### src/rtl/aes_keyram_sched_ctrl_if.sv
// rtl/aes_keyram_sched_ctrl_if.sv - key-schedule RAM controller signal bundle (load, replay, RAM, zeroize)
interface aes_keyram_sched_ctrl_if #(
    parameter int RAM_DW     = 64,
    parameter int SLOTS      = 2,
    parameter int SLOT_DEPTH = 16
);
    localparam int WPR = 128 / RAM_DW;
    localparam int AW  = $clog2(SLOTS * SLOT_DEPTH * WPR);
    localparam int SW  = (SLOTS > 1) ? $clog2(SLOTS) : 1;

    logic              wr_start;
    logic [SW-1:0]     wr_slot;
    logic [1:0]        key_len;
    logic              wr_valid;
    logic [RAM_DW-1:0] wr_data;
    logic              wr_busy;
    logic [SLOTS-1:0]  slot_valid;
    logic              rd_start;
    logic [SW-1:0]     rd_slot;
    logic              rd_dec;
    logic              rd_next;
    logic [127:0]      key_round;
    logic              key_valid;
    logic              key_last;
    logic              rd_done;
    logic              cmd_err;
    logic              ram_we;
    logic [AW-1:0]     ram_addr;
    logic [RAM_DW-1:0] ram_wdata;
    logic [RAM_DW-1:0] ram_rdata;
    logic              zero_req;
    logic [SW-1:0]     zero_slot;

    modport slave (
        input  wr_start, wr_slot, key_len, wr_valid, wr_data,
        input  rd_start, rd_slot, rd_dec, rd_next, ram_rdata, zero_req, zero_slot,
        output wr_busy, slot_valid, key_round, key_valid, key_last, rd_done, cmd_err,
        output ram_we, ram_addr, ram_wdata
    );

    modport master (
        output wr_start, wr_slot, key_len, wr_valid, wr_data,
        output rd_start, rd_slot, rd_dec, rd_next, ram_rdata, zero_req, zero_slot,
        input  wr_busy, slot_valid, key_round, key_valid, key_last, rd_done, cmd_err,
        input  ram_we, ram_addr, ram_wdata
    );
endinterface

### src/rtl/aes_keyram_sched_ctrl.sv
// rtl/aes_keyram_sched_ctrl.sv - multi-slot AES round-key RAM loader/replayer; KEYRAM_ZEROIZE_EN adds slot zeroize
module aes_keyram_sched_ctrl #(
    parameter int RAM_DW     = 64,
    parameter int SLOTS      = 2,
    parameter int SLOT_DEPTH = 16
) (
    input logic                    clk,
    input logic                    kill_n,
    aes_keyram_sched_ctrl_if.slave bus
);
    localparam int WPR        = 128 / RAM_DW;
    localparam int SLOT_WORDS = SLOT_DEPTH * WPR;
    localparam int AW         = $clog2(SLOTS * SLOT_WORDS);
    localparam int SW         = (SLOTS > 1) ? $clog2(SLOTS) : 1;
    localparam int CW         = $clog2(SLOT_WORDS + 1);
    localparam int RW         = $clog2(SLOT_DEPTH);
    localparam int IW         = (WPR > 1) ? $clog2(WPR) : 1;
    localparam logic [IW-1:0] ISS_LAST  = IW'(WPR - 1);
    localparam logic [AW-1:0] SLOT_BASE = AW'(SLOT_WORDS);

`ifdef KEYRAM_ZEROIZE_EN
    typedef enum logic [1:0] {W_IDLE, W_LOAD, W_ZERO} wr_st_t;
`else
    typedef enum logic [1:0] {W_IDLE, W_LOAD} wr_st_t;
`endif
    typedef enum logic [1:0] {R_IDLE, R_FETCH, R_FILL, R_HOLD} rd_st_t;

    wr_st_t           wr_st_q, wr_st_d;
    logic [SW-1:0]    wr_slot_q, wr_slot_d;
    logic [CW-1:0]    wr_cnt_q, wr_cnt_d;
    logic [RW-1:0]    nr_q [SLOTS];
    logic [RW-1:0]    nr_d [SLOTS];
    logic [SLOTS-1:0] slot_valid_q, slot_valid_d;
    rd_st_t           rd_st_q, rd_st_d;
    logic [SW-1:0]    rd_slot_q, rd_slot_d;
    logic             rd_dec_q, rd_dec_d;
    logic [RW-1:0]    round_q, round_d;
    logic [IW-1:0]    iss_q, iss_d;
    logic             tag_v_q, tag_v_d;
    logic [IW-1:0]    tag_w_q, tag_w_d;
    logic [127:0]     key_q, key_d;
    logic             key_valid_q, key_valid_d;
    logic             rd_done_q, rd_done_d;
    logic             cmd_err_q, cmd_err_d;

    logic load_go, zero_go, zero_rej, zero_we, wr_fire, ram_we;
    logic rd_issue, rd_clash, rd_abort, key_last;
    logic [CW-1:0] wr_last;
    logic [AW-1:0] wr_addr, rd_addr;

    always_comb begin
        load_go  = bus.wr_start && (bus.key_len != 2'd3);
`ifdef KEYRAM_ZEROIZE_EN
        zero_go  = bus.zero_req && (wr_st_q == W_IDLE) && !bus.wr_start;
        zero_rej = bus.zero_req && !zero_go;
        zero_we  = (wr_st_q == W_ZERO);
`else
        zero_go  = 1'b0;
        zero_rej = 1'b0;
        zero_we  = 1'b0;
`endif
        wr_fire  = (wr_st_q == W_LOAD) && bus.wr_valid && !load_go;
        ram_we   = wr_fire || zero_we;
        wr_last  = CW'((int'(nr_q[wr_slot_q]) + 1) * WPR - 1);
        wr_addr  = AW'(wr_slot_q) * SLOT_BASE + AW'(wr_cnt_q);
        rd_addr  = AW'(rd_slot_q) * SLOT_BASE + AW'(round_q) * AW'(WPR) + AW'(iss_q);
        // A RAM write owns the single port; the pending read simply waits a cycle.
        rd_issue = (rd_st_q == R_FETCH) && !ram_we;
        rd_clash = (load_go && (bus.wr_slot == bus.rd_slot)) ||
                   (zero_go && (bus.zero_slot == bus.rd_slot));
        rd_abort = (rd_st_q != R_IDLE) &&
                   ((load_go && (bus.wr_slot == rd_slot_q)) ||
                    (zero_go && (bus.zero_slot == rd_slot_q)));
        key_last = key_valid_q && (rd_dec_q ? (round_q == '0) : (round_q == nr_q[rd_slot_q]));
    end

    always_comb begin
        wr_st_d      = wr_st_q;
        wr_slot_d    = wr_slot_q;
        wr_cnt_d     = wr_cnt_q;
        nr_d         = nr_q;
        slot_valid_d = slot_valid_q;
        if (load_go) begin
            slot_valid_d[bus.wr_slot] = 1'b0;
            nr_d[bus.wr_slot]         = RW'(10 + 2 * int'(bus.key_len));
            wr_slot_d                 = bus.wr_slot;
            wr_cnt_d                  = '0;
            wr_st_d                   = W_LOAD;
        end else if (wr_fire) begin
            wr_cnt_d = wr_cnt_q + 1'b1;
            if (wr_cnt_q == wr_last) begin
                wr_st_d                 = W_IDLE;
                slot_valid_d[wr_slot_q] = 1'b1;
            end
        end
`ifdef KEYRAM_ZEROIZE_EN
        else if (zero_go) begin
            slot_valid_d[bus.zero_slot] = 1'b0;
            wr_slot_d                   = bus.zero_slot;
            wr_cnt_d                    = '0;
            wr_st_d                     = W_ZERO;
        end else if (wr_st_q == W_ZERO) begin
            wr_cnt_d = wr_cnt_q + 1'b1;
            if (wr_cnt_q == CW'(SLOT_WORDS - 1)) wr_st_d = W_IDLE;
        end
`endif
    end

    always_comb begin
        rd_st_d     = rd_st_q;
        rd_slot_d   = rd_slot_q;
        rd_dec_d    = rd_dec_q;
        round_d     = round_q;
        iss_d       = iss_q;
        key_d       = key_q;
        key_valid_d = key_valid_q;
        tag_v_d     = 1'b0;
        tag_w_d     = iss_q;
        rd_done_d   = 1'b0;
        cmd_err_d   = (bus.wr_start && (bus.key_len == 2'd3)) || zero_rej;
        // Read data belongs to whatever word the tag says was issued last cycle.
        if (tag_v_q) key_d[int'(tag_w_q) * RAM_DW +: RAM_DW] = bus.ram_rdata;
        case (rd_st_q)
            R_IDLE: begin
                if (bus.rd_start) begin
                    if (slot_valid_q[bus.rd_slot] && !rd_clash) begin
                        rd_slot_d = bus.rd_slot;
                        rd_dec_d  = bus.rd_dec;
                        round_d   = bus.rd_dec ? nr_q[bus.rd_slot] : '0;
                        iss_d     = '0;
                        rd_st_d   = R_FETCH;
                    end else begin
                        cmd_err_d = 1'b1;
                    end
                end
            end
            R_FETCH: begin
                if (rd_issue) begin
                    tag_v_d = 1'b1;
                    if (iss_q == ISS_LAST) rd_st_d = R_FILL;
                    else iss_d = iss_q + 1'b1;
                end
            end
            R_FILL: begin
                if (tag_v_q && (tag_w_q == ISS_LAST)) begin
                    rd_st_d     = R_HOLD;
                    key_valid_d = 1'b1;
                end
            end
            R_HOLD: begin
                if (bus.rd_next) begin
                    key_valid_d = 1'b0;
                    if (key_last) begin
                        rd_st_d   = R_IDLE;
                        rd_done_d = 1'b1;
                    end else begin
                        round_d = rd_dec_q ? round_q - 1'b1 : round_q + 1'b1;
                        iss_d   = '0;
                        rd_st_d = R_FETCH;
                    end
                end
            end
            default: rd_st_d = R_IDLE;
        endcase
        if (bus.rd_start && (rd_st_q != R_IDLE)) cmd_err_d = 1'b1;
        if (rd_abort) begin
            rd_st_d     = R_IDLE;
            key_valid_d = 1'b0;
            tag_v_d     = 1'b0;
            rd_done_d   = 1'b0;
            cmd_err_d   = 1'b1;
        end
    end

    always_ff @(posedge clk) begin
        if (!kill_n) begin
            wr_st_q      <= W_IDLE;
            wr_slot_q    <= '0;
            wr_cnt_q     <= '0;
            nr_q         <= '{default: '0};
            slot_valid_q <= '0;
            rd_st_q      <= R_IDLE;
            rd_slot_q    <= '0;
            rd_dec_q     <= 1'b0;
            round_q      <= '0;
            iss_q        <= '0;
            tag_v_q      <= 1'b0;
            tag_w_q      <= '0;
            key_q        <= '0;
            key_valid_q  <= 1'b0;
            rd_done_q    <= 1'b0;
            cmd_err_q    <= 1'b0;
        end else begin
            wr_st_q      <= wr_st_d;
            wr_slot_q    <= wr_slot_d;
            wr_cnt_q     <= wr_cnt_d;
            nr_q         <= nr_d;
            slot_valid_q <= slot_valid_d;
            rd_st_q      <= rd_st_d;
            rd_slot_q    <= rd_slot_d;
            rd_dec_q     <= rd_dec_d;
            round_q      <= round_d;
            iss_q        <= iss_d;
            tag_v_q      <= tag_v_d;
            tag_w_q      <= tag_w_d;
            key_q        <= key_d;
            key_valid_q  <= key_valid_d;
            rd_done_q    <= rd_done_d;
            cmd_err_q    <= cmd_err_d;
        end
    end

    assign bus.wr_busy    = (wr_st_q != W_IDLE);
    assign bus.slot_valid = slot_valid_q;
    assign bus.key_round  = key_q;
    assign bus.key_valid  = key_valid_q;
    assign bus.key_last   = key_last;
    assign bus.rd_done    = rd_done_q;
    assign bus.cmd_err    = cmd_err_q;
    assign bus.ram_we     = ram_we;
    assign bus.ram_addr   = ram_we ? wr_addr : rd_addr;
    assign bus.ram_wdata  = wr_fire ? bus.wr_data : '0;
endmodule

### src/flat_wrapper.sv
// flat-port wrapper written by rule: the top's interface ports become plain ports
module aes_keyram_sched_ctrl_flat 
#(
    parameter int RAM_DW     = 64,
    parameter int SLOTS      = 2,
    parameter int SLOT_DEPTH = 16
)
  (clk, kill_n, bus_wr_start, bus_wr_slot, bus_key_len, bus_wr_valid, bus_wr_data, bus_rd_start, bus_rd_slot, bus_rd_dec, bus_rd_next, bus_ram_rdata, bus_zero_req, bus_zero_slot, bus_wr_busy, bus_slot_valid, bus_key_round, bus_key_valid, bus_key_last, bus_rd_done, bus_cmd_err, bus_ram_we, bus_ram_addr, bus_ram_wdata);
  aes_keyram_sched_ctrl_if #(.RAM_DW(RAM_DW), .SLOTS(SLOTS), .SLOT_DEPTH(SLOT_DEPTH)) bus_i ();
  input logic clk;
  input logic kill_n;
  input wire logic [$bits(bus_i.wr_start)-1:0] bus_wr_start;
  input wire logic [$bits(bus_i.wr_slot)-1:0] bus_wr_slot;
  input wire logic [$bits(bus_i.key_len)-1:0] bus_key_len;
  input wire logic [$bits(bus_i.wr_valid)-1:0] bus_wr_valid;
  input wire logic [$bits(bus_i.wr_data)-1:0] bus_wr_data;
  input wire logic [$bits(bus_i.rd_start)-1:0] bus_rd_start;
  input wire logic [$bits(bus_i.rd_slot)-1:0] bus_rd_slot;
  input wire logic [$bits(bus_i.rd_dec)-1:0] bus_rd_dec;
  input wire logic [$bits(bus_i.rd_next)-1:0] bus_rd_next;
  input wire logic [$bits(bus_i.ram_rdata)-1:0] bus_ram_rdata;
  input wire logic [$bits(bus_i.zero_req)-1:0] bus_zero_req;
  input wire logic [$bits(bus_i.zero_slot)-1:0] bus_zero_slot;
  output wire logic [$bits(bus_i.wr_busy)-1:0] bus_wr_busy;
  output wire logic [$bits(bus_i.slot_valid)-1:0] bus_slot_valid;
  output wire logic [$bits(bus_i.key_round)-1:0] bus_key_round;
  output wire logic [$bits(bus_i.key_valid)-1:0] bus_key_valid;
  output wire logic [$bits(bus_i.key_last)-1:0] bus_key_last;
  output wire logic [$bits(bus_i.rd_done)-1:0] bus_rd_done;
  output wire logic [$bits(bus_i.cmd_err)-1:0] bus_cmd_err;
  output wire logic [$bits(bus_i.ram_we)-1:0] bus_ram_we;
  output wire logic [$bits(bus_i.ram_addr)-1:0] bus_ram_addr;
  output wire logic [$bits(bus_i.ram_wdata)-1:0] bus_ram_wdata;
  assign bus_i.wr_start = bus_wr_start;
  assign bus_i.wr_slot = bus_wr_slot;
  assign bus_i.key_len = bus_key_len;
  assign bus_i.wr_valid = bus_wr_valid;
  assign bus_i.wr_data = bus_wr_data;
  assign bus_i.rd_start = bus_rd_start;
  assign bus_i.rd_slot = bus_rd_slot;
  assign bus_i.rd_dec = bus_rd_dec;
  assign bus_i.rd_next = bus_rd_next;
  assign bus_i.ram_rdata = bus_ram_rdata;
  assign bus_i.zero_req = bus_zero_req;
  assign bus_i.zero_slot = bus_zero_slot;
  assign bus_wr_busy = bus_i.wr_busy;
  assign bus_slot_valid = bus_i.slot_valid;
  assign bus_key_round = bus_i.key_round;
  assign bus_key_valid = bus_i.key_valid;
  assign bus_key_last = bus_i.key_last;
  assign bus_rd_done = bus_i.rd_done;
  assign bus_cmd_err = bus_i.cmd_err;
  assign bus_ram_we = bus_i.ram_we;
  assign bus_ram_addr = bus_i.ram_addr;
  assign bus_ram_wdata = bus_i.ram_wdata;
  aes_keyram_sched_ctrl #(.RAM_DW(RAM_DW), .SLOTS(SLOTS), .SLOT_DEPTH(SLOT_DEPTH)) u_core (.clk(clk), .kill_n(kill_n), .bus(bus_i));
endmodule
### config.mk
export PLATFORM = sky130hd
export DESIGN_NAME = aes_keyram_sched_ctrl_flat
export DESIGN_NICKNAME = d
export VERILOG_FILES = /design/src/rtl/aes_keyram_sched_ctrl_if.sv /design/src/rtl/aes_keyram_sched_ctrl.sv /design/src/flat_wrapper.sv
export SDC_FILE = /design/constraint.sdc
export NUM_CORES = 1
export LEC_CHECK = 0
export CAP_MARGIN = 5
export CELL_PAD_IN_SITES_DETAIL_PLACEMENT = 1
export CELL_PAD_IN_SITES_GLOBAL_PLACEMENT = 1
export CORE_ASPECT_RATIO = 0.8
export CORE_UTILIZATION = 28
export DETAILED_ROUTE_END_ITERATION = 8
export PLACE_DENSITY = 0.89
export SYNTH_ARGS = -nofsm -noshare
export SYNTH_HDL_FRONTEND = slang
export SYNTH_SLANG_ARGS = --single-unit
### constraint.sdc
create_clock -name clk -period 2.5 [get_ports clk]
set_input_delay 0.25 -clock clk [delete_from_list [all_inputs] [get_ports clk]]
set_output_delay 0.25 -clock clk [all_outputs]
set_load 0.05 [all_outputs]
# Yosys cells after proc, flatten, opt, wreduce, memory -nomap -nowiden
# Index checks and enable logic that the tools add are counted.
[classes]
addsub = 11
bitwise_logic = 11
muxes = 60
reduce_logical = 36
order_cmp = 10
eq_ne = 16
n_shift = 2
[op_table]
columns = ["operator", "n"]
rows = [
  ["$bwmux 128", 1],
  ["$shift 64x33->128 const A", 1],
  ["$shiftx 64x33->128", 1],
  ["$mux 4", 16],
  ["$mux 64", 1],
  ["$neg 7->33", 1],
  ["$mux 1", 24],
  ["$mux 2", 9],
  ["$logic_and 1x1->1", 15],
  ["$reduce_and 6->1", 2],
  ["$reduce_bool 2->1", 5],
  ["$bwmux 8", 1],
  ["$ge 2x2->1 const B", 4],
  ["$ne 2x1->1 const B", 4],
  ["$ne 2x2->1 const B", 4],
  ["$not 1->2", 4],
  ["$pmux 2 s4", 1],
  ["$pmux 4 s2", 1],
  ["$add 6x1->6", 1],
  ["$add 6x1->6 const B", 1],
  ["$add 6x5->6", 1],
  ["$add 6x6->6", 1],
  ["$eq 2x2->1 const B", 3],
  ["$eq 6x6->1", 1],
  ["31 further kinds", 43],
]
[totals]
reg_bits = 160

# Logic depth before layout (Yosys ltp)
# Gate-level depths: netlist of the first run.
[depth]
word_depth = 10
mapped_depth = 8
mapped_depth_nobuf = 8

# Worst setup path before layout of the first run
# No wires, ideal clock.
[synth_timing]
path_kind = "input port to output port"
startpoint = "in bus_key_len[0]"
endpoint = "out bus_ram_addr[1]"
t_required_ps = 2250
n_path_buf = 2
arrival_time_ps = 2933
setup_slack_ps = -683
stages = 7
path_cell_list = "ha_1 > or2b_2 > nand3_1 > inv_1 > clkbuf_1 > clkbuf_1 > o21ai_0"
[synth_between]
elab_chain_len = 5
[synth_lines]
columns = ["item", "line_no", "text"]
rows = [
  ["start, declared", "flat_wrapper.sv:14", "input wire logic [$bits(bus_i.key_len)-1:0] bus_key_len;"],
  ["$ne 2x2->1", "aes_keyram_sched_ctrl.sv:52", "load_go = bus.wr_start && (bus.key_len != 2'd3);"],
  ["$logic_and 1x1->1", "aes_keyram_sched_ctrl.sv:52", ""],
  ["$logic_not 1->1", "aes_keyram_sched_ctrl.sv:62", "wr_fire = (wr_st_q == W_LOAD) && bus.wr_valid && !load_go;"],
  ["$logic_and 1x1->1", "aes_keyram_sched_ctrl.sv:62", ""],
  ["via bus_ram_we", "flat_wrapper.sv:31", "output wire logic [$bits(bus_i.ram_we)-1:0] bus_ram_we;"],
  ["$mux 6", "aes_keyram_sched_ctrl.sv:221", "assign bus.ram_addr = ram_we ? wr_addr : rd_addr;"],
  ["end, declared", "flat_wrapper.sv:32", "output wire logic [$bits(bus_i.ram_addr)-1:0] bus_ram_addr;"],
]
# The timed path passes the listed nets, and every way through them passes these cells.

# Final worst setup path of the first run
[layout_timing]
startpoint = "in bus_key_len[0]"
endpoint = "out bus_ram_addr[2]"
[layout_between]
elab_chain_len = 5
[layout_lines]
columns = ["item", "line_no"]
rows = [
  ["$ne 2x2->1", "aes_keyram_sched_ctrl.sv:52"],
  ["$logic_and 1x1->1", "aes_keyram_sched_ctrl.sv:52"],
  ["$logic_not 1->1", "aes_keyram_sched_ctrl.sv:62"],
  ["$logic_and 1x1->1", "aes_keyram_sched_ctrl.sv:62"],
  ["$mux 6", "aes_keyram_sched_ctrl.sv:221"],
]
# Every way passes these cells.

==> results of run 1 <==
placed cells by master, fill, tap and decap left out, types with 9 or more instances in the layout:
cell type	synthesis	layout
buf_4	0	21
xnor2_1	9	9
a21oi_1	10	10
and2_1	67	65
dfxtp_1	158	157
nand2_1	289	288
nor2_1	15	15
a21boi_0	130	130
clkdlybuf4s50_1	0	271
clkbuf_16	0	18
inv_1	13	12
mux2i_1	12	12
buf_12	0	75
how the worst min path moves through the flow:
stage	cells past startpoint	endpoint	slack [ns]	start
after floorplan	1	u_core.wr_cnt_q[1]	0.37	bus_wr_valid
after global placement	2	u_core.bus.key_round[8]	0.45	u_core.bus.key_round[8]
after detailed placement	2	u_core.bus.key_round[115]	0.46	u_core.bus.key_round[115]
after CTS	2	u_core.nr_q[7]	0.20	kill_n
after global routing	2	u_core.nr_q[3]	0.22	kill_n
final	2	u_core.nr_q[7]	0.23	kill_n
metal layers:
metal	up-vias	wire length [um]	track usage, %
li1	3392	-	-
met2	182	13800	36.4
met3	36	1530	5.56
met5	-	0	0
met1	3464	12500	27.8
met4	0	629	7.56
flip-flops by register name, summed over array words and instances (netlist names), 2 cells and up:
signal                 count
u_core.wr_cnt_q            6
u_core.nr_q                6
u_core.round_q             4
u_core.bus.slot_valid      2
u_core.bus.key_round     128
u_core.rd_st_q             2
cell type report:
cell class | instances | area, um2 | share of cell area (%)
Antenna cell | 1 | 2.50 | 0.0206
Clock buffer | 20 | 467 | 3.85
Clock inverter | 12 | 158 | 1.30
Inverter | 13 | 48.8 | 0.402
Multi-Input combinational cell | 614 | 3490 | 28.8
Sequential cell | 158 | 3160 | 26.1
Tap cell | 318 | 398 | 3.28
Timing Repair Buffer | 368 | 4400 | 36.3
synth_stat cells (2+ instances only):
cell type,number
nor3_1,2
buf_6,2
nor4b_1,2
ha_1,9
a21boi_0,130
and3_1,3
o21ai_0,10
nand4_1,5
o211a_1,4
mux2i_1,12
clkbuf_1,45
dfxtp_1,158
xor2_1,7
a21o_1,2
nand3_1,4
inv_1,13
o21a_1,2
and2_1,67
and2b_2,3
xnor2_1,9
nand2_1,289
a21oi_1,10
nor2b_1,7
buf_1,10
nor2_1,15
metrics by stage:
| stage | hold WS [ns] | util (%) | power, mW |
|---|---|---|---|
| global placement | 0.449 | 47.2 | 3.25 |
| global route | 0.219 | 49.9 | 6.19 |
| finish | 0.231 | 49.9 | 5.99 |
| floorplan | 0.365 | - | 2.83 |
| detailed placement | 0.459 | 47.2 | 3.26 |
| CTS | 0.197 | 49.8 | 6.07 |
cell families (layout without fill, tap and decap cells):
logic type	count (synthesis)	count (layout)	synth area share [%]
other	0	1	0
buffers and inverters	73	413	4.49
adders and majority gates	10	10	1.91
muxes	13	13	1.89
DFF	158	158	45.6
and+or+nand+nor	407	407	26.1
xor gates and xnor gates	16	16	2.02
AOI/OAI and AO/OA	168	168	18.1
timing repair:
item / 4_1_cts / 5_1_grt
cloned: 0 / 1
resized for setup: 2 / 2
hold buffers: 0 / 0
endpoints found under the setup margin: 2 / 69
endpoints found under the hold margin: 0 / 0
power by group through the flow:
stage	logic (mW)	clock network [mW]	registers [mW]
floorplan	0.233	0	2.60
global placement	0.649	0	2.60
detailed placement	0.661	0	2.60
CTS	0.668	2.86	2.54
global route	0.701	2.94	2.54
finish	0.673	2.78	2.54
==> impl_metrics.csv, run 1 <==
group,metric,value,unit
timing,finClkSkew,0.00551,ns
cells_and_area,fill_cells,2749,
worst_setup_path,rr_startpoint,"u_core.rd_st_q[1]",
timing,period_share,95.6,%
global_route,grt_max_degree,66,
worst_setup_path,path_depth,8,
power_and_ir_drop,p_sw,1.43,mW
logic_synthesis,ys.flop_type,"dfxtp_1",
placement,preCtsSetupSlack,-0.0628,ns
die,std_cell_rows,51,
clock_network,clkTransAtPathRegs,0.06,ns
worst_setup_path,crit_chain,"clkdlybuf4s50_1 > ha_2 > or2b_2 > nand3_1 > inv_2 > buf_4 > o21ai_2 > buf_12",
cells_and_area,design_area,12100,um2
clock_network,postCtsSetupBuffers,0,
worst_setup_path,regToRegSetupSlack,0.42,ns
logic_synthesis,yosys_warnings,0,
cells_and_area,num-nets-final,1323,
logic_synthesis,async_flop_share,0,%
power_and_ir_drop,combPwrFrac,11.2,%
route,drt_iter0_markers,395,
worst_setup_path,slowest_stage,"clkdlybuf4s50_1",
timing,rsz0062_at_grt,"no",
placement,port_buffers,344,
timing,slew_violations,0,
power_and_ir_drop,power-per-cell-area,494,nW/um2
timing,fin_ws,0.109,ns
global_route,antenna_found_initial,1,
timing,worst_slew_pin_slew,0.803,ns
die,ios,347,
worst_setup_path,crit_required,2.25,ns
power_and_ir_drop,leakage,4.36,nW
route,drt-pass1-iter-count,4,
cells_and_area,final_layout_size_suffix_gt1_share,12.6,%
route,wire_per_inst,18.9,um
timing,final_hold_viol_count,0,
logic_synthesis,syn_nets,996,
power_and_ir_drop,seqPwrFrac,42.4,%
die,core_area,24300,um2
worst_setup_path,crit_path_end,"bus_ram_addr[2]",
route,ant_nets,0,
placement,routabilityCongestion,0.812,
timing,fmax,418,MHz
logic_synthesis,yosysSeqAreaShare,45.6,%
timing,relSlewSlack,46.5,%
die,die_x,178,um
cells_and_area,area_delta_synth_final,74.7,%
worst_setup_path,r2r-end,"u_core.rd_st_q[0]",
clock_network,cts_made_buffers,17,
global_route,grt_first_pass_wirelength,42200,um
run,cap_violations,0,
global_route,grt_pass1_vias,7407,
logic_synthesis,ys_types,50,
worst_setup_path,path_delay_family,"buffers and inverters",
logic_synthesis,yosys.area.top_type,"dfxtp_1",
placement,dp_cells,1470,
die,dieArea,25400,um2
power_and_ir_drop,p_sw_share,23.9,%
logic_synthesis,ys_ff_latch,158,
worst_setup_path,cpPeakStageDelay,0.44,ns
clock_network,cts_tree,"done",
outcome,status,"complete, no violations",
logic_synthesis,synthCells,845,
power_and_ir_drop,worst_ir_drop_vdd,424,uV
worst_setup_path,endpoint_kind,"output pin",
timing,post-route-min-period,2.39,ns
global_route,overflow,0,
worst_setup_path,critPathBufInv,4,
worst_setup_path,crit_start,"bus_key_len[0]",
logic_synthesis,synth_top_area_share,45.6,%
route,via_per_inst,4.70,
die,initial_core_util,28.5,%
logic_synthesis,synth_area_leaders,"dfxtp_1, nand2_1, a21boi_0, and2_1, clkbuf_1",
route,drc,0,
timing,setup_tns,0,ns
cells_and_area,stdcell_count,1504,
global_route,grt_usage,22.0,%
placement,hpwlAfterDp,20800,um
logic_synthesis,synth-edff-count,0,
route,vias,7074,
worst_setup_path,critPathLaunchType,"input port",
clock_network,cts_root_buf,"clkbuf_16",
clock_network,htreeDepth,4,
worst_setup_path,crit_type,"input port to output pin",
worst_setup_path,crit_fanout,13,
power_and_ir_drop,cell_internal_pwr,4.56,mW
logic_synthesis,syn_area,6940,um2
clock_network,max-clock-path-buffers,2,
power_and_ir_drop,clock_power_share,46.3,%
logic_synthesis,syn_avg_cell_area,8.21,um2
worst_setup_path,rr_worst_depth,7,
placement,place_area,11500,um2
route,drt-total-wl,28500,um
timing,setup_viol,0,
die,die-height,143,um
worst_setup_path,arrival,2.14,ns
worst_hold_path,hp-class,"input port to flip-flop",
clock_network,clock_sinks,158,
clock_network,clk_latency,0.44,ns
Power figures use the tool's default switching activity.
==> run 2: changes to the inputs <==
--- a/config.mk
+++ b/config.mk
@@ -5,13 +5,14 @@
 export SDC_FILE = /design/constraint.sdc
 export NUM_CORES = 1
 export LEC_CHECK = 0
+export ABC_AREA = 1
 export CAP_MARGIN = 5
 export CELL_PAD_IN_SITES_DETAIL_PLACEMENT = 1
 export CELL_PAD_IN_SITES_GLOBAL_PLACEMENT = 1
 export CORE_ASPECT_RATIO = 0.8
-export CORE_UTILIZATION = 28
+export CORE_UTILIZATION = 27
 export DETAILED_ROUTE_END_ITERATION = 8
-export PLACE_DENSITY = 0.89
+export PLACE_DENSITY = 0.9
 export SYNTH_ARGS = -nofsm -noshare
 export SYNTH_HDL_FRONTEND = slang
 export SYNTH_SLANG_ARGS = --single-unit
==> run 2 against run 1 <==
Highest routed layer unchanged. Non-clock buffer count is 15 lower. Final area down 3.2%. Largest cell class unchanged. Worst hold slack lost 0.059 ns. Critical path type unchanged. Core utilization shrank 1.7 points. Sequential power about the same. Sequential share of layout area is 0.84 points higher. Maximum frequency grew 4.0%.
==> impl_metrics.csv, run 2 <==
group,metric,value,unit
route,wl_met3,2120,um
cells_and_area,final_common_cell,"nor2_1",
logic_synthesis,synthTopCellsByCount,"nor2_1, dfxtp_1, o21ai_0",
timing,period_share,91.9,%
logic_synthesis,syn_avg_cell_area,6.93,um2
worst_setup_path,crit_start,"bus_key_len[0]",
logic_synthesis,syn_area,6710,um2
route,wire_per_inst,16.6,um
timing,setup_viol,0,
logic_synthesis,yosys_warnings,0,
timing,slew_violations,0,
die,die-height,143,um
worst_hold_path,whs_endpoint,"u_core.iss_q",
clock_network,cts_tree,"done",
worst_setup_path,crit_type,"input port to output pin",
worst_setup_path,crit_required,2.25,ns
route,ant_nets,0,
clock_network,clock_sinks,158,
route,vias,7482,
logic_synthesis,syn_nets,1120,
logic_synthesis,ys_types,34,
clock_network,htreeDepth,4,
worst_setup_path,critPathLaunchType,"input port",
worst_hold_path,hp-class,"input port to flip-flop",
global_route,grt_first_pass_wirelength,40700,um
logic_synthesis,yosysMostFrequentCell,"nor2_1",
cells_and_area,largest_register_ffs,128,
outcome,status,"complete, no violations",
clock_network,clkTransAtPathRegs,0.07,ns
timing,fin_ws,0.202,ns
worst_setup_path,r2r-end,"u_core.round_q[1]",
logic_synthesis,ys.flop_type,"dfxtp_1",
worst_setup_path,crit_fanout,14,
die,initial_core_util,27.5,%
worst_setup_path,arrival,2.05,ns
logic_synthesis,synth_top_area_share,47.1,%
run,cap_violations,0,
timing,final_hold_viol_count,0,
placement,routabilityCongestion,0.840,
power_and_ir_drop,finalPower,6.02,mW
cells_and_area,area_delta_synth_final,74.9,%
timing,rsz0062_at_grt,"no",
cells_and_area,fill_cells,2908,
logic_synthesis,synth-edff-count,0,
timing,worst_slew_pin_slew,0.681,ns
route,top_layer,"met4",
timing,finClkSkew,0.0151,ns
timing,post-route-min-period,2.30,ns
cells_and_area,seq_area,3160,um2
placement,port_buffers,344,
cells_and_area,final_cell_mix,"nor2_1, clkdlybuf4s50_1, dfxtp_1",
global_route,grt_pass1_vias,7731,
die,ios,347,
worst_setup_path,rr_startpoint,"u_core.rd_st_q[0]",
cells_and_area,num-nets-final,1440,
timing,relSlewSlack,54.6,%
worst_setup_path,cpPeakStageDelay,0.43,ns
clock_network,cts_made_buffers,17,
cells_and_area,multi_input_area,2940,um2
placement,preCtsSetupSlack,0.0668,ns
route,drt-pass1-iter-count,6,
power_and_ir_drop,leakage,4.90,nW
power_and_ir_drop,worst_ir_drop_vdd,281,uV
logic_synthesis,yosys.area.top_type,"dfxtp_1",
worst_setup_path,rr_worst_depth,10,
logic_synthesis,yosysSeqAreaShare,47.1,%
cells_and_area,final_layout_size_suffix_gt1_share,11.0,%
logic_synthesis,synthCells,969,
clock_network,max-clock-path-buffers,2,
power_and_ir_drop,power-per-cell-area,513,nW/um2
global_route,overflow,0,
clock_network,postCtsSetupBuffers,0,
timing,fin_hold_ws,0.172,ns
timing,setup_tns,0,ns
logic_synthesis,synth_area_leaders,"dfxtp_1, nor2_1, o21ai_0, inv_1, nand2_1",
worst_setup_path,endpoint_kind,"output pin",
route,via_per_inst,4.62,
route,drt_iter0_markers,332,
global_route,grt_max_degree,129,
worst_hold_path,worstHoldStart,"kill_n",
global_route,grt_usage,20.6,%
worst_hold_path,worstHoldPathCells,3,
placement,hpwlAfterDp,20300,um
die,std_cell_rows,51,
die,dieArea,25500,um2
route,drc,0,
timing,fmax,435,MHz
logic_synthesis,async_flop_share,0,%
route,drt-total-wl,26900,um
worst_setup_path,slowest_stage,"clkdlybuf4s50_1",
clock_network,cts_root_buf,"clkbuf_16",
clock_network,clk_latency,0.43,ns
worst_setup_path,critPathBufInv,4,
route,dr_wl_met2,13700,um
worst_setup_path,crit_chain,"clkdlybuf4s50_1 > ha_1 > nor2_8 > inv_2 > nand2_4 > clkinvlp_4 > o21ai_1 > buf_12",
global_route,antenna_found_initial,1,
worst_setup_path,regToRegSetupSlack,0.72,ns
route,wl_met1,10400,um
worst_setup_path,path_delay_family,"buffers and inverters",
die,die_x,178,um
die,core_area,24400,um2
logic_synthesis,ys_ff_latch,158,
## run 2: cell count changes in the layout (fill, tap and decap cells not counted), moves of 65 or more
cell,delta
a21boi_0,-130
nor2_1,+333
o21ai_0,+138
nand2_1,-226
inv_1,+86
and2_1,-65
## run 2: worst max path at each step
stage,end,depth (start not counted)
2_1_floorplan,bus_ram_addr[1],5
3_3_place_gp,bus_ram_addr[5],9
3_5_place_dp,bus_ram_addr[5],9
4_1_cts,bus_ram_addr[5],9
5_1_grt,bus_ram_addr[5],8
6_report,bus_ram_addr[5],8
## run 2: what timing repair did
action                                  4_1_cts  5_1_grt
hold buffers                                  0        0
endpoints found under the setup margin        0        1
gates resized for setup                       0        2
## run 2: stage by stage
| step | utilization (%) | cell area, um2 | instances |
|---|---|---|---|
| after floorplan | - | 6710 | 969 |
| after global placement | 45.6 | 11100 | 1588 |
| after detailed placement | 45.6 | 11100 | 1588 |
| after CTS | 48.1 | 11700 | 1620 |
| after global routing | 48.2 | 11700 | 1621 |
| final | 48.2 | 11700 | 1621 |
## run 2: area by class of cell
| cell class | count | share of cell area, % |
|---|---|---|
| Multi-Input combinational cell | 651 | 25.0 |
| Timing Repair Buffer | 353 | 35.9 |
| Antenna cell | 1 | 0.0213 |
| Clock inverter | 15 | 1.59 |
| Sequential cell | 158 | 26.9 |
| Inverter | 108 | 3.48 |
| Clock buffer | 17 | 3.62 |
| Tap cell | 318 | 3.39 |
## run 2: tightest hold or removal path: cells and delay by family
| kind | cells | cell delay (ns) |
|---|---|---|
| buffers and inverters | 1 | 0.17 |
| and+or+nand+nor | 2 | 0.13 |
## run 2: layer usage
layer | GRT usage (%) | up-vias
li1 | - | 3646
met1 | 21.6 | 3549
met2 | 37.6 | 244
met3 | 6.71 | 43
met4 | 8.43 | 0
met5 | 0 | -
## run 2: cells by family after synthesis
family,count (synthesis),synth area share (%)
simple gates,452,27.0
xor+xnor,2,0.261
fa+ha+maj,10,1.98
compound gates,187,14.3
buf+inv,160,9.30
flops,158,47.1
## run 2: report_power, final
group | switching [mW] | leakage, nW | internal, mW
Combinational | 0.409 | 3.33 | 0.387
Sequential | 0.0211 | 1.27 | 2.54
Clock | 1.30 | 0.296 | 1.36
==> run 3: changes to the inputs <==
--- a/config.mk
+++ b/config.mk
@@ -12,6 +12,7 @@
 export CORE_ASPECT_RATIO = 0.8
 export CORE_UTILIZATION = 27
 export DETAILED_ROUTE_END_ITERATION = 8
+export GPL_TIMING_DRIVEN = 0
 export PLACE_DENSITY = 0.9
 export SYNTH_ARGS = -nofsm -noshare
 export SYNTH_HDL_FRONTEND = slang
==> run 3 against run 2 <==
Global-route usage increased by 1.5 points. Clock power increased by 4%. Worst setup slack got worse by 0.079 ns. Final area decreased by 7.1%. Routed wire length is 6.9% higher. Clock skew down 0.0013 ns. Clock-buffer cell count did not move. Die area is the same. Non-clock buffer count up 44. Maximum frequency down 3.3%. Critical endpoint is now bus_ram_wdata[61]. Largest cell class unchanged. Largest power group unchanged.
==> impl_metrics.csv, run 3 (synthesis gave the netlist of run 2 again) <==
group,metric,value,unit
clock_network,clk_latency,0.44,ns
global_route,grt_usage,22.1,%
worst_setup_path,arrival,2.13,ns
global_route,grt_pass1_vias,7915,
die,die_x,178,um
power_and_ir_drop,finalPower,6.05,mW
cells_and_area,seq_area,3160,um2
worst_setup_path,crit_required,2.25,ns
route,ant_nets,0,
route,vias,7713,
timing,fin_ws,0.123,ns
die,std_cell_rows,51,
worst_setup_path,crit_start,"bus_key_len[0]",
route,drt_iter0_markers,264,
die,initial_core_util,27.5,%
global_route,grt_max_degree,21,
cells_and_area,area_delta_synth_final,62.6,%
timing,slew_violations,0,
placement,preCtsSetupSlack,-0.646,ns
power_and_ir_drop,worst_ir_drop_vdd,405,uV
global_route,grt_first_pass_wirelength,43000,um
power_and_ir_drop,power-per-cell-area,555,nW/um2
placement,hpwlAfterDp,22100,um
die,ios,347,
placement,routabilityCongestion,0.837,
clock_network,htreeDepth,4,
cells_and_area,postLayoutCoreUtil,44.8,%
cells_and_area,largest_register_ffs,128,
cells_and_area,fill_cells,3041,
cells_and_area,multi_input_area,2930,um2
cells_and_area,final_layout_size_suffix_gt1_share,10.8,%
clock_network,cts_tree,"done",
worst_setup_path,rr_startpoint,"u_core.rd_st_q[0]",
global_route,overflow,0,
timing,fmax,421,MHz
timing,relSlewSlack,57.6,%
route,drc,0,
placement,port_buffers,344,
cells_and_area,final_cell_mix,"nor2_1, clkdlybuf4s50_1, dfxtp_1",
timing,rsz0062_at_grt,"no",
clock_network,ctsHoldBuffers,0,
worst_setup_path,crit_chain,"clkdlybuf4s50_1 > ha_2 > nor2_8 > inv_2 > nand2_4 > buf_4 > buf_2 > nor2_1 > buf_4",
worst_setup_path,slowest_stage,"clkdlybuf4s50_1",
worst_hold_path,hp-class,"input port to flip-flop",
outcome,status,"complete, no violations",
worst_setup_path,path_delay_family,"buffers and inverters",
worst_setup_path,critPathLaunchType,"input port",
worst_setup_path,crit_type,"input port to output pin",
worst_setup_path,crit_fanout,10,
clock_network,cts_root_buf,"clkbuf_16",
cells_and_area,final_common_cell,"nor2_1",
worst_hold_path,worstHoldStart,"bus_rd_next",
route,wire_per_inst,17.3,um
timing,finClkSkew,0.0138,ns
clock_network,cts_made_buffers,17,
cells_and_area,num-nets-final,1484,
clock_network,clkTransAtPathRegs,0.07,ns
worst_setup_path,critPathBufInv,5,
worst_setup_path,path_common_cell,"buf_4",
route,drt-total-wl,28700,um
timing,setup_viol,0,
power_and_ir_drop,leakage,4.76,nW
die,die-height,143,um
timing,final_hold_viol_count,0,
die,dieArea,25500,um2
timing,period_share,95.1,%
worst_setup_path,endpoint_kind,"output pin",
timing,worst_slew_pin_slew,0.633,ns
run,cap_violations,0,
clock_network,max-clock-path-buffers,2,
route,drt-pass1-iter-count,4,
die,core_area,24400,um2
global_route,antenna_found_initial,1,
clock_network,clock_sinks,158,
timing,post-route-min-period,2.38,ns
route,via_per_inst,4.63,
worst_setup_path,cpPeakStageDelay,0.49,ns
-- run 3: path summary, 6_finish.rpt --
path,to,slack (ns),depth (start not counted)
worst max-delay path,bus_ram_wdata[61],0.12,9
worst min-delay path,u_core.bus.rd_done,0.42,3
worst max register to register,u_core.round_q[1],0.69,10
worst min register to register,u_core.bus.key_round[72],0.49,2
-- run 3: worst min-delay path, cell delays in order --
cell             delay [ns]
clkdlybuf4s50_1        0.40
inv_1                  0.09
nor3_1                 0.06
-- run 3: per-stage QoR --
step | hold slack (ns) | cell area (um2) | std cells | setup TNS, ns
finish | 0.417 | 10900 | 1665 | 0
global route | 0.420 | 10900 | 1665 | 0
CTS | 0.402 | 11000 | 1663 | -0.573
detailed placement | 0.470 | 10600 | 1631 | -36.66
global placement | 0.460 | 10600 | 1631 | -32.36
floorplan | 0.385 | 6710 | 969 | 0
-- run 3: per-layer routing --
metal | global-route usage, % | share of wire (%)
met5 | 0 | 0
met3 | 7.16 | 8.1
met1 | 23.4 | 39
met2 | 39.9 | 50
met4 | 9.63 | 3.4
-- run 3: timing repair --
action	4_1_cts	5_1_grt
endpoints found under the setup margin	72	62
resized for setup	304	57
pin swaps	0	0
buffers inserted	0	1
-- run 3: power by group --
group | switching, mW | internal (mW) | total, mW
Combinational | 0.417 | 0.314 | 0.731
Clock | 1.37 | 1.39 | 2.76
Sequential | 0.0193 | 2.54 | 2.56
-- run 3: final cells by class --
class / instances / share of cell area (%)
multi-input combinational: 651 / 26.9
inverter: 108 / 3.75
clock inverter: 15 / 1.89
clock buffer: 17 / 3.90
sequential: 158 / 29.0
antenna: 1 / 0.0229
tap: 318 / 3.65
buffer: 52 / 2.16
timing repair buffer: 345 / 28.8
==> RTL change 1 (flow settings as in run 1) <==
The option `KEYRAM_ZEROIZE_EN` is turned on by a define.
--- a/src/rtl/aes_keyram_sched_ctrl.sv
+++ b/src/rtl/aes_keyram_sched_ctrl.sv
@@ -1,3 +1,5 @@
 // rtl/aes_keyram_sched_ctrl.sv - multi-slot AES round-key RAM loader/replayer; KEYRAM_ZEROIZE_EN adds slot zeroize
+`define KEYRAM_ZEROIZE_EN
+
 module aes_keyram_sched_ctrl #(
     parameter int RAM_DW     = 64,
Function: changed (a bounded check fails within 4 cycles, from zero or initial values).
==> RTL change 1 against run 1 <==
Sequential cell count up 1. Setup slack improved by 31 ps. Area after synthesis is 1.9% lower. Design area decreased by 1.3%. Synthesized cell count up 3.7%. Clock skew increased by 11 ps. Register-to-register slack got worse by 20 ps. Core utilization grew 0.75 points. Fmax up 1.3%. Routed wire length is 2.1% lower. Critical path type unchanged. Critical endpoint unchanged.
Power is not compared: it rests on default switching activity, and its combinational part moved more than twofold at a synthesized area within 25%.
==> RTL change 1: results (changes against run 1) <==
status: "finished, final reports clean"
met1_usage_pct: 24.1  # -3.6 points
cp_max_fo: 9  # -4
finalNetCount: 1352  # +2.2%
place_ws_ps: -93.0  # -30.2 ps
place_hpwl_um: 21000  # +0.95%
grt_pass1_vias: 7611  # +2.8%
yosysSeqAreaShare_pct: 46.7  # +1.2 points
grt_util_met3_pct: 6.91  # +1.3 points
grt_use_total_pct: 21.8  # -0.22 points
critPathMaxStageDelay_ps: 500  # +60 ps
clk_latency_ps: 420  # -20 ps
place.gp.congestion: 0.839  # +3.4%
vias_per_cell: 4.81  # +2.3%
clock_skew_ps: 16.8  # +11.3 ps
grt_max_degree: 68  # +3.0%
wl_um: 27900  # -2.1%
cts.clk_slew.worst_paths_ps: 80  # +20 ps
synth_area_leaders: "dfxtp_1 (47%), nand2_1 (16%), a21oi_1 (10%)"
drt_iter0_markers: 393  # -0.51%
placed_area_um2: 11300  # -1.1%
synth_nets: 1027  # +3.1%
drive_above_1_share_pct: 12.1  # -0.47 points
yosysWarnings: 0  # unchanged
synth_common_cells: "nand2_1 (294), dfxtp_1 (159), a21oi_1 (142)"
## RTL change 1: cell count changes in the layout (fill, tap and decap cells not counted), moves of 5 or more
| cell | run 1 | this run |
|---|---|---|
| a21oi_1 | 10 | 142 |
| nor2_1 | 15 | 20 |
| a21boi_0 | 130 | 0 |
| buf_4 | 21 | 15 |
| a31oi_1 | 0 | 5 |
| nand2_1 | 288 | 293 |
## RTL change 1: stage by stage
| stage | TNS, ps | instances | total power, W |
|---|---|---|---|
| 2_1_floorplan | 0 | 876 | 0.00345 |
| 3_3_place_gp | 0 | 1494 | 0.00411 |
| 3_5_place_dp | -144 | 1494 | 0.00414 |
| 4_1_cts | 0 | 1526 | 0.00691 |
| 5_1_grt | 0 | 1527 | 0.00709 |
| 6_report | 0 | 1527 | 0.00683 |
## RTL change 1: layer usage
layer  share of wire, %  up-vias
met5                  0        -
met4                2.3        0
met3                7.1       42
met2                 51      259
met1                 39     3525
li1                   -     3519
## RTL change 1: layout make-up
class	count	area [um^2]	share of cell area, %
repair buffers	365	4380	36.6
multi-input cells	644	3340	27.9
flip-flops and latches	159	3180	26.6
clock buffers	17	425	3.55
well taps	312	390	3.26
clock inverters	15	195	1.63
inverters	14	58.8	0.491
diodes	1	2.50	0.0209
## RTL change 1: final timing paths
kind,end,from,slack [ps],cells past startpoint
setup / recovery,bus_ram_addr[2],bus_key_len[0],140,8
hold / removal,u_core.bus.key_round[41],bus_ram_rdata[41],400,3
setup reg to reg,u_core.round_q[0],u_core.wr_st_q[0],400,5
hold reg to reg,u_core.bus.key_round[102],u_core.bus.key_round[102],450,2
## RTL change 1: power by group through the flow
stage / clock network, W / logic (W) / registers, W
floorplan: 0 / 0.000487 / 0.00297
global placement: 0 / 0.00138 / 0.00273
detailed placement: 0 / 0.00140 / 0.00274
CTS: 0.00282 / 0.00141 / 0.00268
global route: 0.00292 / 0.00148 / 0.00269
finish: 0.00274 / 0.00140 / 0.00268
## RTL change 1: cell families after synthesis
kind of cell	share of synthesized area (%)
simple gates	27.6
compound gates	15.1
flops	46.7
buf+inv	4.57
mux	2.55
xor+xnor	1.54
fa+ha+maj	1.95
## RTL change 1: repair_timing
action | in CTS | in global routing
hold endpoints to repair | 0 | 0
resized for setup | 1 | 2
endpoints found under the setup margin | 1 | 1
## RTL change 1: worst register-to-register path, delay by kind of cell (launching register included)
| kind | cells | cell delay (ps) |
|---|---|---|
| AO/OA/AOI/OAI | 3 | 760 |
| flip-flops | 1 | 360 |
| AND/OR/NAND/NOR | 2 | 870 |
==> RTL change 2 (settings of run 1) <==
Without the edit above. Encoding of `rd_st_t`: now Gray code (2 bits for 4 values).
--- a/src/rtl/aes_keyram_sched_ctrl.sv
+++ b/src/rtl/aes_keyram_sched_ctrl.sv
@@ -24,5 +24,5 @@
     typedef enum logic [1:0] {W_IDLE, W_LOAD} wr_st_t;
 `endif
-    typedef enum logic [1:0] {R_IDLE, R_FETCH, R_FILL, R_HOLD} rd_st_t;
+    typedef enum logic [1:0] {R_IDLE = 2'b00, R_FETCH = 2'b01, R_FILL = 2'b11, R_HOLD = 2'b10} rd_st_t;
 
     wr_st_t           wr_st_q, wr_st_d;
Check against the original RTL: no difference found for any inputs over 4 cycles, from zero or initial values; so few cycles prove little.
==> RTL change 2 against run 1 <==
Largest power group is now sequential cells. Setup slack barely moved. Power is 6.2% lower. Largest cell class unchanged. Critical path depth unchanged. Non-clock buffer count down 6. Via count shrank 2.2%. Die area down 6.5%. Design area fell by 11%. Fmax hardly changed. Routed wire length shrank 13%. Area after synthesis shrank 6.6%. Sequential cell count did not move. Highest routed layer unchanged. Cell count fell by 2.1%.
==> RTL change 2: results (changes against run 1) <==
status: "finished, final reports clean"
r2r-start: "u_core.rd_slot_q"
fillerInstances: 2699  # -1.8%
synth_mux_area_share_pct: 1.76  # -0.14 points
peakVddDrop_mv: 0.507  # +20%
hp-start: "bus_ram_rdata[6]"
wl_met1_um: 10100  # -19%
cp_max_fo: 35  # +22
synth_common_cells: "nand2_1 (277), dfxtp_1 (158), a21oi_1 (140)"
synth_cell_types: 48  # -4.0%
dr_wl_met3_um: 1980  # +30%
finalNetCount: 1301  # -1.7%
synth_nets: 976  # -2.0%
grt_use_total_pct: 20.9  # -1.2 points
period_minus_slack_ps: 2390  # -0.243 ps
clock_skew_ps: 13.4  # +7.85 ps
p_leak_nw: 3.85  # -12%
clk_latency_ps: 410  # -30 ps
drt_iter0_markers: 344  # -13%
grt_max_degree: 110  # +67%
synth_area_per_cell_um2: 7.82  # -4.8%
yosysSeqAreaShare_pct: 48.8  # +3.2 points
critPathCapture: "bus_ram_addr[4]"
syn2layout_area_growth_pct: 66.5
grtUsageMet2_pct: 36.8  # +0.45 points
grt_pass1_vias: 7409  # +0.027%
holdPathStages: 3  # +1
synth_xor_xnor_area_share_pct: 2.16  # +0.14 points
critPathMaxStageDelay_ps: 490  # +50 ps
drive_above_1_share_pct: 12.0  # -0.58 points
synth_area_leaders: "dfxtp_1 (49%), nand2_1 (16%), a21oi_1 (11%)"
synth_compound_area_share_pct: 15.1  # -2.9 points
ff2ff_path_depth: 5  # -2
slew_headroom_pct: 56.8  # +10 points
synth_fa_ha_area_share_pct: 1.27  # -0.64 points
[RTL change 2: report_power, final]
part | total, W | internal [W] | switching (W)
registers | 0.00254 | 0.00253 | 0.0000127
logic | 0.000568 | 0.000289 | 0.000278
clock network | 0.00251 | 0.00137 | 0.00115
[RTL change 2: worst reg2reg max path, stage by stage (launching register included)]
cell     delay [ps]
dfxtp_2         430
mux2i_1         240
xnor2_1         100
a41oi_2         450
o21ai_0         240
a32o_1          270
[RTL change 2: what timing repair did]
action	4_1_cts	5_1_grt
endpoints found under the hold margin	0	0
gates resized for setup	0	1
endpoints found under the setup margin	0	1
buffers inserted	0	0
[RTL change 2: area by class of cell]
type	count	area share (%)
Tap cell	306	3.55
Timing Repair Buffer	362	32.9
Inverter	9	0.336
Clock buffer	19	4.20
Sequential cell	158	29.3
Clock inverter	13	1.14
Multi-Input combinational cell	606	28.6
